**src/rtl/registro_pkg.sv**
```systemverilog
// rtl/registro_pkg.sv - mode encodings shared by the universal register and its next-state logic
package registro_pkg;

   localparam logic [2:0] MODO_HOLD = 3'b000;
   localparam logic [2:0] MODO_LOAD = 3'b001;
   localparam logic [2:0] MODO_SHL  = 3'b010;
   localparam logic [2:0] MODO_SHR  = 3'b011;
   localparam logic [2:0] MODO_ROL  = 3'b100;
   localparam logic [2:0] MODO_ROR  = 3'b101;
   localparam logic [2:0] MODO_INC  = 3'b110;
   localparam logic [2:0] MODO_DEC  = 3'b111;

   typedef logic [2:0] modo_t;

endpackage

```
**src/rtl/registro_universal_siguiente.sv**
```systemverilog
// rtl/registro_universal_siguiente.sv - combinational next value and carry for the universal register
module registro_universal_siguiente
   import registro_pkg::*;
#(
   parameter int ANCHO = 4
) (
   input  logic [ANCHO-1:0] rta_i,
   input  logic             acarreo_i,
   input  modo_t            modo_i,
   input  logic [ANCHO-1:0] tupla_i,
   input  logic             serie_izq_i,
   input  logic             serie_der_i,
   output logic [ANCHO-1:0] rta_d_o,
   output logic             acarreo_d_o
);

   logic [ANCHO:0] suma;
   logic [ANCHO:0] resta;

   // One extra bit so the top of the result is the carry (INC) or borrow (DEC)
   assign suma  = {1'b0, rta_i} + {{ANCHO{1'b0}}, 1'b1};
   assign resta = {1'b0, rta_i} - {{ANCHO{1'b0}}, 1'b1};

   always_comb begin
      rta_d_o     = rta_i;
      acarreo_d_o = acarreo_i;
      case (modo_i)
         MODO_HOLD: begin
            rta_d_o     = rta_i;
            acarreo_d_o = acarreo_i;
         end
         MODO_LOAD: begin
            rta_d_o     = tupla_i;
            acarreo_d_o = 1'b0;
         end
         MODO_SHL: begin
            rta_d_o     = {rta_i[ANCHO-2:0], serie_der_i};
            acarreo_d_o = rta_i[ANCHO-1];
         end
         MODO_SHR: begin
            rta_d_o     = {serie_izq_i, rta_i[ANCHO-1:1]};
            acarreo_d_o = rta_i[0];
         end
         MODO_ROL: begin
            rta_d_o     = {rta_i[ANCHO-2:0], rta_i[ANCHO-1]};
            acarreo_d_o = rta_i[ANCHO-1];
         end
         MODO_ROR: begin
            rta_d_o     = {rta_i[0], rta_i[ANCHO-1:1]};
            acarreo_d_o = rta_i[0];
         end
         MODO_INC: begin
            rta_d_o     = suma[ANCHO-1:0];
            acarreo_d_o = suma[ANCHO];
         end
         MODO_DEC: begin
            rta_d_o     = resta[ANCHO-1:0];
            acarreo_d_o = resta[ANCHO];
         end
         default: begin
            rta_d_o     = rta_i;
            acarreo_d_o = acarreo_i;
         end
      endcase
   end

endmodule

```
**src/rtl/registro_universal_n.sv**
```systemverilog
// rtl/registro_universal_n.sv - parametrised universal register: load, shift, rotate, count, zero flag
module registro_universal_n
   import registro_pkg::*;
#(
   parameter int               ANCHO          = 4,
   parameter logic [ANCHO-1:0] VALOR_REINICIO = '0
) (
   input  logic             Reloj,
   input  logic             Reiniciar,
   input  logic             Habilitar,
   input  logic [2:0]       Modo,
   input  logic [ANCHO-1:0] Tupla,
   input  logic             SerieIzq,
   input  logic             SerieDer,
   output logic [ANCHO-1:0] Rta,
   output logic             Acarreo,
   output logic             Cero
);

   logic [ANCHO-1:0] rta_q;
   logic [ANCHO-1:0] rta_d;
   logic             acarreo_q;
   logic             acarreo_d;

   registro_universal_siguiente #(
      .ANCHO (ANCHO)
   ) u_siguiente (
      .rta_i       (rta_q),
      .acarreo_i   (acarreo_q),
      .modo_i      (Modo),
      .tupla_i     (Tupla),
      .serie_izq_i (SerieIzq),
      .serie_der_i (SerieDer),
      .rta_d_o     (rta_d),
      .acarreo_d_o (acarreo_d)
   );

   // Reset beats enable, enable beats the selected mode
   always_ff @(posedge Reloj) begin
      if (Reiniciar) begin
         rta_q     <= VALOR_REINICIO;
         acarreo_q <= 1'b0;
      end else if (Habilitar) begin
         rta_q     <= rta_d;
         acarreo_q <= acarreo_d;
      end
   end

   assign Rta     = rta_q;
   assign Acarreo = acarreo_q;
   assign Cero    = (rta_q == '0);

endmodule

```
**config.mk**
```make
export PLATFORM = sky130hd
export DESIGN_NAME = registro_universal_n
export DESIGN_NICKNAME = d
export VERILOG_FILES = /design/src/rtl/registro_pkg.sv /design/src/rtl/registro_universal_siguiente.sv /design/src/rtl/registro_universal_n.sv
export SDC_FILE = /design/constraint.sdc
export NUM_CORES = 1
export LEC_CHECK = 0
export ABC_CLOCK_PERIOD_IN_PS = 4300
export BUFFER_PORTS_ARGS = -buffer_cell sky130_fd_sc_hd__buf_2
export CAP_MARGIN = 0
export CORE_AREA = 3 3 40 42
export DETAILED_ROUTE_END_ITERATION = 7
export DIE_AREA = 0 0 43 45
export PLACE_DENSITY = 0.67
export SETUP_SLACK_MARGIN = 0.5
export SLEW_MARGIN = 25
export SYNTH_ARGS = -nofsm -noshare
export SYNTH_HDL_FRONTEND = slang
export SYNTH_SLANG_ARGS = --single-unit
export TNS_END_PERCENT = 10
```
**constraint.sdc**
```tcl
create_clock -name Reloj -period 4.3 [get_ports Reloj]
set_input_delay 0.215 -clock Reloj [delete_from_list [all_inputs] [get_ports Reloj]]
set_output_delay 0.215 -clock Reloj [all_outputs]
set_load 0.01 [all_outputs]
```
# Word-level counts from Yosys, hierarchy flattened
# Index checks and enable logic that the tools add are counted.
# W data, S select, Z words.
[totals] regBits=5 inputBits=12 out_inout_bits=6 wordCells=19
[classes] n_addsub=2 n_eq_ne=7 muxes=2 n_bitwise=1 reduce_logical=5
[op_table] operator="$pmux W4 S7" count=1
[op_table] operator="$eq A3 B3 Y1 const B" count=4
[op_table] operator="$eq A3 B2 Y1 const B" count=2
[op_table] operator="$add A4 B1 Y5 const B" count=1
[op_table] operator="$pmux W1 S5" count=1
[op_table] operator="$sub A4 B1 Y5 const B" count=1
[op_table] operator="$logic_not A4 Y1" count=1
[op_table] operator="$reduce_or A2 Y1" count=2
[op_table] operator="$eq A3 B1 Y1 const B" count=1
[op_table] operator="$logic_not A3 Y1" count=1
[op_table] operator="$reduce_and A2 Y1" count=1
[op_table] operator="$not A1 Y1" count=1

# Depth between registers and ports, before layout
# Gate-level depths: netlist (run 1).
[logic_depth] ltp_word=3 ltp_mapped=6 depth_no_buf=6

# By module
# From an unflattened synthesis (run 1), not the netlist that was laid out.
[unflattened] cells_unflattened=78 hier_area_um2=589.3
[modules_own_cells] module="registro_universal_siguiente" n_inst=1 cells_per_inst=61 area_each_um2=402.9 seq_area_each_um2=0.0
[modules_own_cells] module="registro_universal_n" n_inst=1 cells_per_inst=17 area_each_um2=186.4 seq_area_each_um2=100.1

# Least setup slack after synthesis (run 1)
# OpenSTA, ideal clock, no wires.
[synth_path] kind="flip-flop to flip-flop" start="register rta_q[0], in the netlist Rta[0]" end="register rta_q[1], in the netlist Rta[1]" setup_time_ns=0.086 t_arrival_ns=1.368 t_required_ns=4.214 setup_slack_ns=2.847 stages_incl_launch_ff=7 n_path_buf=0 synth_period_minus_slack_ns=1.453 cell_sequence="dfxtp_1 -> inv_1 -> ha_1 -> xnor2_1 -> o22ai_1 -> nor3_1 -> a211oi_1"
[synth_via] elab_chain_cells=2 word_cells_on_any_way=3 cone_classes="2 x add/sub; 1 x mux"
[synth_rtl] item="start, declared" line="registro_universal_n.sv:20" rtl="logic [ANCHO-1:0] rta_q;"
[synth_rtl] item="start signal, assigned" line="registro_universal_n.sv:44" rtl="rta_q <= rta_d;"
[synth_rtl] item="$sub A4 B1 Y5 / $add A4 B1 Y5 (equally long branches)" line="registro_universal_siguiente.sv:22, registro_universal_siguiente.sv:21"
[synth_rtl] item="$pmux W4 S7 *" line="registro_universal_siguiente.sv:27" rtl="case (modo_i)"
# Mark *: on every way between the ends. The rest lies on a longest branch, timed or not.
# A chain may end at the register's enable or synchronous reset.

# Worst setup path in the final report (run 1)
[layout_path] start="register rta_q[0], in the netlist Rta[0]" end="output Cero"
[layout_via] elab_chain_cells=1
[layout_rtl] item="$logic_not A4 Y1" line="registro_universal_n.sv:51" rtl="assign Cero = (rta_q == '0);"
[layout_rtl] item="end, declared" line="registro_universal_n.sv:17" rtl="output logic Cero"
# Every way passes these cells.

==> out/metrics.yaml, run 1 <==
synthesis:
  ys_top_cells_by_count: "sky130_fd_sc_hd__dfxtp_1 (5), sky130_fd_sc_hd__inv_1 (5), sky130_fd_sc_hd__a31oi_1 (4), sky130_fd_sc_hd__nor2_1 (4)"
  cell_type_contributing_the_most_total_cell_area_after_synthesis: "sky130_fd_sc_hd__dfxtp_1"
  synth_top_area_share: 0.185
  avgSynthCellArea_um2: 8.21
  ys_async_sr_fraction: 0
  postSynth.topFlopCell: "sky130_fd_sc_hd__dfxtp_1"
  ys_seq_elements: 5
  mappedNetlistNets: 81
  number_of_enable_flip_flop_cells_after_synthesis: 0
  post_synth_main_area_contributors: "sky130_fd_sc_hd__dfxtp_1 (18%), sky130_fd_sc_hd__ha_1 (6.9%), sky130_fd_sc_hd__a31oi_1 (4.6%), sky130_fd_sc_hd__mux2i_1 (3.7%), sky130_fd_sc_hd__inv_1 (3.5%)"
  syn-instance-count: 66
  synth_warnings: 0
  netlist_area_um2: 542
  yosysUniqueCellTypes: 40
  synth_seq_area_share: 0.185
run_status:
  outcome: "finished clean"
die:
  fp.dieW_um: 43
  die-height_um: 45
  core_area_um2: 1280
  boundaryPins: 18
  die-area_um2: 1940
  placement_row_count: 13
  initial_utilization: 0.422
final_layout:
  finish.instance_area_um2: 643
  layout.nets: 99
  finalNonFillerCells: 98
  postLayoutCoreUtil: 0.500
  final_layout_size_suffix_gt1_frac: 0.301
  syn_to_final_growth_pct: 18.7
  antenna_cells_inserted: 0
cts:
  clock_latency_ps: 250
  cts-root-buf: "sky130_fd_sc_hd__clkbuf_4"
  cts-htree-levels: 1
  cts_hold_repair.buffers: 0
  post_cts_buffers: 0
  clkSlewWorstSetupHoldPaths_ps: 40
  clock_sink_count: 5
  post_cts.resized_instances: 0
  number_of_buffers_inserted_during_clock_tree_synthesis: 3
  tritoncts: "built"
  clk_path_buf_depth: 2
global_routing:
  global_route.usage.total: 0.162
  antenna_found_initial: 0
  grt_max_degree: 16
  global_route.overflow_total: 0
  grt_pass1_vias: 545
  grt_pass1_wl_mm: 2.34
worst_hold_path:
  hold-path-cell-count: 2
  hold_path.class: "primary input to register"
  holdCritStartpoint: "Reiniciar"
  hold_path_end: "Rta[1]"
power:
  power_uw: 170
  power.static_leakage_nw: 0.280
  power.density_cell_area_nw_per_um2: 264
  worst_vdd_ir_mv: 0.149
critical_path:
  critical_path_required_ps: 4090
  crit_type: "register to output port"
  worstSetupStartpointType: "register"
  cp_max_fo: 8
  reg2reg_to: "Rta[1]"
  worst_r2r_src: "Rta[0]"
  r2r_slack_ps: 2760
  crit_arrival_ps: 1350
  rr_worst_depth: 6
  worst_setup_path_end_kind: "output port"
sta:
  final-max-slew-violation-count: 0
  rsz0062_at_grt: "no"
  achievable-frequency_mhz: 639
  final.period_utilization: 0.364
  fin_worst_skew_ps: 1.70
  finalSetupViolations: 0
  worst-slew-pin-transition_ps: 336
  total_negative_setup_slack_ps: 0
  slew_headroom: 0.776
  hold_viol: 0
  shortest_clock_period_the_worst_path_allows_after_layout_ps: 1560
drt:
  drt_first_iter_violations: 18
  routed_wl_mm: 1.35
  vias: 578
  vias_per_cell: 5.90
  routed_wire_length_per_instance_um: 13.8
  drt.antenna.violating_nets: 0
  route.detailed.drc: 0
  first_pass_iters: 4
place:
  gp_congestion: 0.832
  place.port_buffers: 17
  dpl_cell_area_um2: 617
  dp.final_hpwl_mm: 1.02
  numPlacedInstances: 94
flow_run:
  cap_violations: 0
-- cell usage in the layout, fill, tap and decap left out, types with 2 or more instances in the layout --
cell	instances
sky130_fd_sc_hd__nand2b_1	2
sky130_fd_sc_hd__o22ai_1	2
sky130_fd_sc_hd__a31oi_1	4
sky130_fd_sc_hd__buf_2	17
sky130_fd_sc_hd__nor2b_1	3
sky130_fd_sc_hd__dfxtp_1	5
sky130_fd_sc_hd__nor2_1	4
sky130_fd_sc_hd__a211oi_1	2
sky130_fd_sc_hd__clkbuf_4	3
sky130_fd_sc_hd__mux2i_1	2
sky130_fd_sc_hd__o21ai_0	2
sky130_fd_sc_hd__inv_1	5
sky130_fd_sc_hd__o211ai_1	2
sky130_fd_sc_hd__o21ai_1	2
sky130_fd_sc_hd__ha_1	3
-- worst max-delay path, cell delays in order, from the launching register on --
cell and delay, ps:
sky130_fd_sc_hd__dfxtp_1 460, sky130_fd_sc_hd__inv_1 150, sky130_fd_sc_hd__ha_1 210, sky130_fd_sc_hd__nor3b_1 130
sky130_fd_sc_hd__buf_2 150
-- registers in the layout (all words and copies together) (netlist names) --
signal	count
Rta	4
Acarreo	1
-- kinds of logic after synthesis --
| group | Yosys count | share of synthesized area |
|---|---|---|
| flops | 5 | 0.185 |
| simple gates | 20 | 0.245 |
| mux | 3 | 0.0647 |
| buf+inv | 9 | 0.0878 |
| xor+xnor | 1 | 0.0162 |
| fa+ha+maj | 3 | 0.0693 |
| compound gates | 25 | 0.333 |
-- worst max-delay path by stage --
| stage | start | to | slack, ps | depth (start not counted) |
|---|---|---|---|---|
| global route | Rta[0] | Cero | 2620 | 4 |
| finish | Rta[0] | Cero | 2740 | 4 |
| global placement | Modo[0] | Rta[2] | 2760 | 5 |
| detailed placement | Modo[0] | Rta[2] | 2750 | 5 |
| CTS | Rta[0] | Cero | 2740 | 4 |
| floorplan | Rta[0] | Rta[1] | 2850 | 6 |
-- power by group --
part	switching [mW]	total (mW)	internal, mW	leakage (nW)
clock	0.0219	0.0571	0.0352	0.0150
sequential	0.00702	0.0571	0.0501	0.0410
combinational	0.0291	0.0556	0.0265	0.224
total	0.0580	0.170	0.112	0.280
-- metrics by stage --
step	hold WS, ps	setup WS, ps
3_5_place_dp	458	2750
3_3_place_gp	455	2760
6_report	211	2740
4_1_cts	205	2740
5_1_grt	213	2620
2_1_floorplan	288	2850
-- routing by layer --
| metal | vias up | global-route usage | share of wire |
|---|---|---|---|
| met3 | 3 | 0.0637 | 0.092 |
| met4 | 0 | 0.0542 | 0.014 |
| met5 | - | 0 | 0 |
| met1 | 267 | 0.188 | 0.43 |
| met2 | 23 | 0.272 | 0.47 |
| li1 | 285 | - | - |
-- area by class of cell --
type,count,area [um2]
Inverter,5,18.8
Timing Repair Buffer,17,85.1
Fill cell,138,642
Sequential cell,5,100
Clock buffer,4,26.3
Multi-Input combinational cell,52,394
Tap cell,15,18.8
Note: power is estimated with default switching activity, not from simulation.
==> inputs of run 2 (changes only) <==
--- a/config.mk
+++ b/config.mk
@@ -5,13 +5,14 @@
 export SDC_FILE = /design/constraint.sdc
 export NUM_CORES = 1
 export LEC_CHECK = 0
-export ABC_CLOCK_PERIOD_IN_PS = 4300
+export ABC_AREA = 1
+export ABC_CLOCK_PERIOD_IN_PS = 1500
 export BUFFER_PORTS_ARGS = -buffer_cell sky130_fd_sc_hd__buf_2
 export CAP_MARGIN = 0
 export CORE_AREA = 3 3 40 42
 export DETAILED_ROUTE_END_ITERATION = 7
 export DIE_AREA = 0 0 43 45
-export PLACE_DENSITY = 0.67
+export PLACE_DENSITY = 0.75
 export SETUP_SLACK_MARGIN = 0.5
 export SLEW_MARGIN = 25
 export SYNTH_ARGS = -nofsm -noshare
==> constraint.sdc (replaced) <==
create_clock -name Reloj -period 1.5 [get_ports Reloj]
set_input_delay 0.075 -clock Reloj [delete_from_list [all_inputs] [get_ports Reloj]]
set_output_delay 0.075 -clock Reloj [all_outputs]
set_load 0.01 [all_outputs]
==> out/metrics.yaml, run 2 <==
die:
  core_area_um2: 1280  # unchanged
  placement_row_count: 13  # unchanged
  fp.dieW_um: 43  # unchanged
  initial_utilization: 0.501  # +0.0798
  die-height_um: 45  # unchanged
  die-area_um2: 1940  # unchanged
  boundaryPins: 18  # unchanged
cts:
  cts-root-buf: "sky130_fd_sc_hd__clkbuf_4"
  clock_sink_count: 5  # unchanged
  tritoncts: "built"
  clkSlewWorstSetupHoldPaths_ps: 50  # about the same
  clk_path_buf_depth: 2  # unchanged
  cts-htree-levels: 1  # unchanged
  clock_latency_ps: 240  # about the same
  number_of_buffers_inserted_during_clock_tree_synthesis: 3  # unchanged
synthesis:
  netlist_area_um2: 644  # +19%
  mappedNetlistNets: 116  # +43%
  cell_type_contributing_the_most_total_cell_area_after_synthesis: "sky130_fd_sc_hd__dfxtp_1"
  ys_seq_elements: 5  # unchanged
  postSynth.topFlopCell: "sky130_fd_sc_hd__dfxtp_1"
  yosys.cell_count.top_type: "sky130_fd_sc_hd__nand2_1"
  yosysUniqueCellTypes: 25  # -38%
  number_of_enable_flip_flop_cells_after_synthesis: 0  # unchanged
  avgSynthCellArea_um2: 6.38  # -22%
  ys_top_cells_by_count: "sky130_fd_sc_hd__nand2_1 (24), sky130_fd_sc_hd__nand3_1 (15), sky130_fd_sc_hd__nor2_1 (14)"
  synth_warnings: 0  # unchanged
  post_synth_main_area_contributors: "sky130_fd_sc_hd__dfxtp_1 (16%), sky130_fd_sc_hd__nand2_1 (14%), sky130_fd_sc_hd__nand3_1 (12%), sky130_fd_sc_hd__nor2_1 (8.2%), sky130_fd_sc_hd__buf_6 (7.0%)"
  synth_seq_area_share: 0.155  # -0.0294
  synth_top_area_share: 0.155  # -0.0294
  syn-instance-count: 101  # +53%
  ys_async_sr_fraction: 0  # unchanged
place:
  gp_congestion: 0.866  # +4.1%
  dpl_cell_area_um2: 733  # +19%
  place.port_buffers: 17  # unchanged
  dp.final_hpwl_mm: 1.15  # +12%
  numPlacedInstances: 129  # +37%
sta:
  achievable-frequency_mhz: 844
  hold_viol: 0  # unchanged
  final-max-slew-violation-count: 0  # unchanged
  fin_worst_skew_ps: 4.79  # +3.09 ps
  slew_headroom: 0.808  # +0.0328
  shortest_clock_period_the_worst_path_allows_after_layout_ps: 1180
  rsz0062_at_grt: "yes"
  worst-slew-pin-transition_ps: 286  # -49.8 ps
  hold_ws_ps: 56.7  # -154 ps
  final.period_utilization: 0.789
  finalSetupViolations: 0  # unchanged
  total_negative_setup_slack_ps: 0  # unchanged
global_routing:
  grt_pass1_vias: 652  # +20%
  global_route.overflow_total: 0  # unchanged
  grt_pass1_wl_mm: 2.68  # +15%
  antenna_found_initial: 0  # unchanged
  global_route.usage.total: 0.179  # +0.0169
  grt_max_degree: 12  # -4
run_status:
  outcome: "finished clean"
flow_run:
  cap_violations: 0  # unchanged
power:
  power_uw: 516  # +200%
  power.static_leakage_nw: 0.388  # +39%
  p_int_uw: 327  # +190%
  combPwrFrac: 0.384  # +0.057
  power.density_cell_area_nw_per_um2: 620  # +130%
  total_switching_power_uw: 188  # +220%
  sequentialPowerShare: 0.306  # -0.030
  switching_share: 0.365  # +0.0235
  clkPwrFrac: 0.310  # -0.027
  worst_vdd_ir_mv: 0.575  # +290%
critical_path:
  crit_type: "register to register"
  worst_setup_path_end_kind: "register"
  cp_max_fo: 4  # -4
  crit_arrival_ps: 1350  # about the same
  worstSetupStartpointType: "register"
  critical_path_required_ps: 1670  # -2420 ps
drt:
  vias_per_cell: 5.30  # -10%
  routed_wl_mm: 1.60  # +18%
  route.detailed.drc: 0  # unchanged
  vias: 732  # +27%
  drt.antenna.violating_nets: 0  # unchanged
  first_pass_iters: 4  # unchanged
  routed_wire_length_per_instance_um: 11.6  # -16%
  drt_first_iter_violations: 8  # -10
worst_hold_path:
  hold_path.class: "primary input to register"
final_layout:
  antenna_cells_inserted: 0  # unchanged
  finish.instance_area_um2: 832  # +29%
  largest_register_ff_count: 4  # unchanged
  finalNonFillerCells: 138  # +41%
  layout.nets: 139  # +40%
  layout_commonest_cell: "sky130_fd_sc_hd__nand2_1"
  final_layout_size_suffix_gt1_frac: 0.382  # +0.0809
  final_cell_mix: "sky130_fd_sc_hd__nand2_1 (22), sky130_fd_sc_hd__buf_2 (17), sky130_fd_sc_hd__nand3_1 (15), sky130_fd_sc_hd__nor2_1 (13), sky130_fd_sc_hd__o21ai_1 (5)"
  syn_to_final_growth_pct: 29.1
## run 2: stage by stage
step	setup slack, ps	util
CTS	312	0.631
global route	236	0.648
detailed placement	252	0.571
finish	316	0.648
floorplan	344	-
global placement	267	0.571
## run 2: worst max-delay path, cell delays in order, from the launching register on
cell	delay, ps
sky130_fd_sc_hd__dfxtp_4	370
sky130_fd_sc_hd__inv_4	50
sky130_fd_sc_hd__ha_4	230
sky130_fd_sc_hd__or2_1	200
sky130_fd_sc_hd__nand3_1	60
sky130_fd_sc_hd__o21ai_1	60
sky130_fd_sc_hd__a21oi_1	130
## run 2: timing repair
| action | 4_1_cts | 5_1_grt |
|---|---|---|
| pin swaps | 2 | 4 |
| gates resized for setup | 3 | 7 |
| endpoints found under the setup margin | 7 | 6 |
| hold buffers | 0 | 0 |
| buffers inserted | 5 | 0 |
## run 2: kinds of logic (layout without fill, tap and decap cells)
kind of cell	count (synthesis)	after routing	share of synthesized area
adder cells (fa/ha/maj)	3	3	0.0583
XOR/XNOR	1	1	0.0136
flip-flops	5	5	0.155
buffers and inverters	14	36	0.151
AO/OA/AOI/OAI	14	14	0.130
AND/OR/NAND/NOR	64	64	0.491
## run 2: final cells by class
cell class / count / area (um2)
Sequential cell: 5 / 110
Timing Repair Buffer: 22 / 126
Fill cell: 125 / 453
Tap cell: 15 / 18.8
Clock buffer: 4 / 26.3
Multi-Input combinational cell: 82 / 490
Inverter: 10 / 60.1
## run 2: power groups by stage
stage	Combinational, mW	Clock (mW)	Sequential (mW)
2_1_floorplan	0.130	0	0.159
3_3_place_gp	0.165	0	0.161
3_5_place_dp	0.168	0	0.162
4_1_cts	0.189	0.163	0.156
5_1_grt	0.220	0.176	0.159
6_report	0.198	0.160	0.158
## run 2: per-layer routing
layer  up-vias  GRT usage  wire (um)
met5         -          0          0
met4         0     0.0301         15
met3         2     0.0598         99
met2        24      0.308        762
met1       326      0.220        721
li1        380          -          -
## run 2: path summary, 6_finish.rpt
check / depth (start not counted) / start / slack, ps / endpoint
worst min register to register: 2 / Acarreo / 460 / Acarreo
worst max-delay path: 6 / Rta[1] / 320 / Rta[1]
worst min-delay path: 2 / Reiniciar / 60 / Rta[3]
worst max register to register: 6 / Rta[1] / 320 / Rta[1]
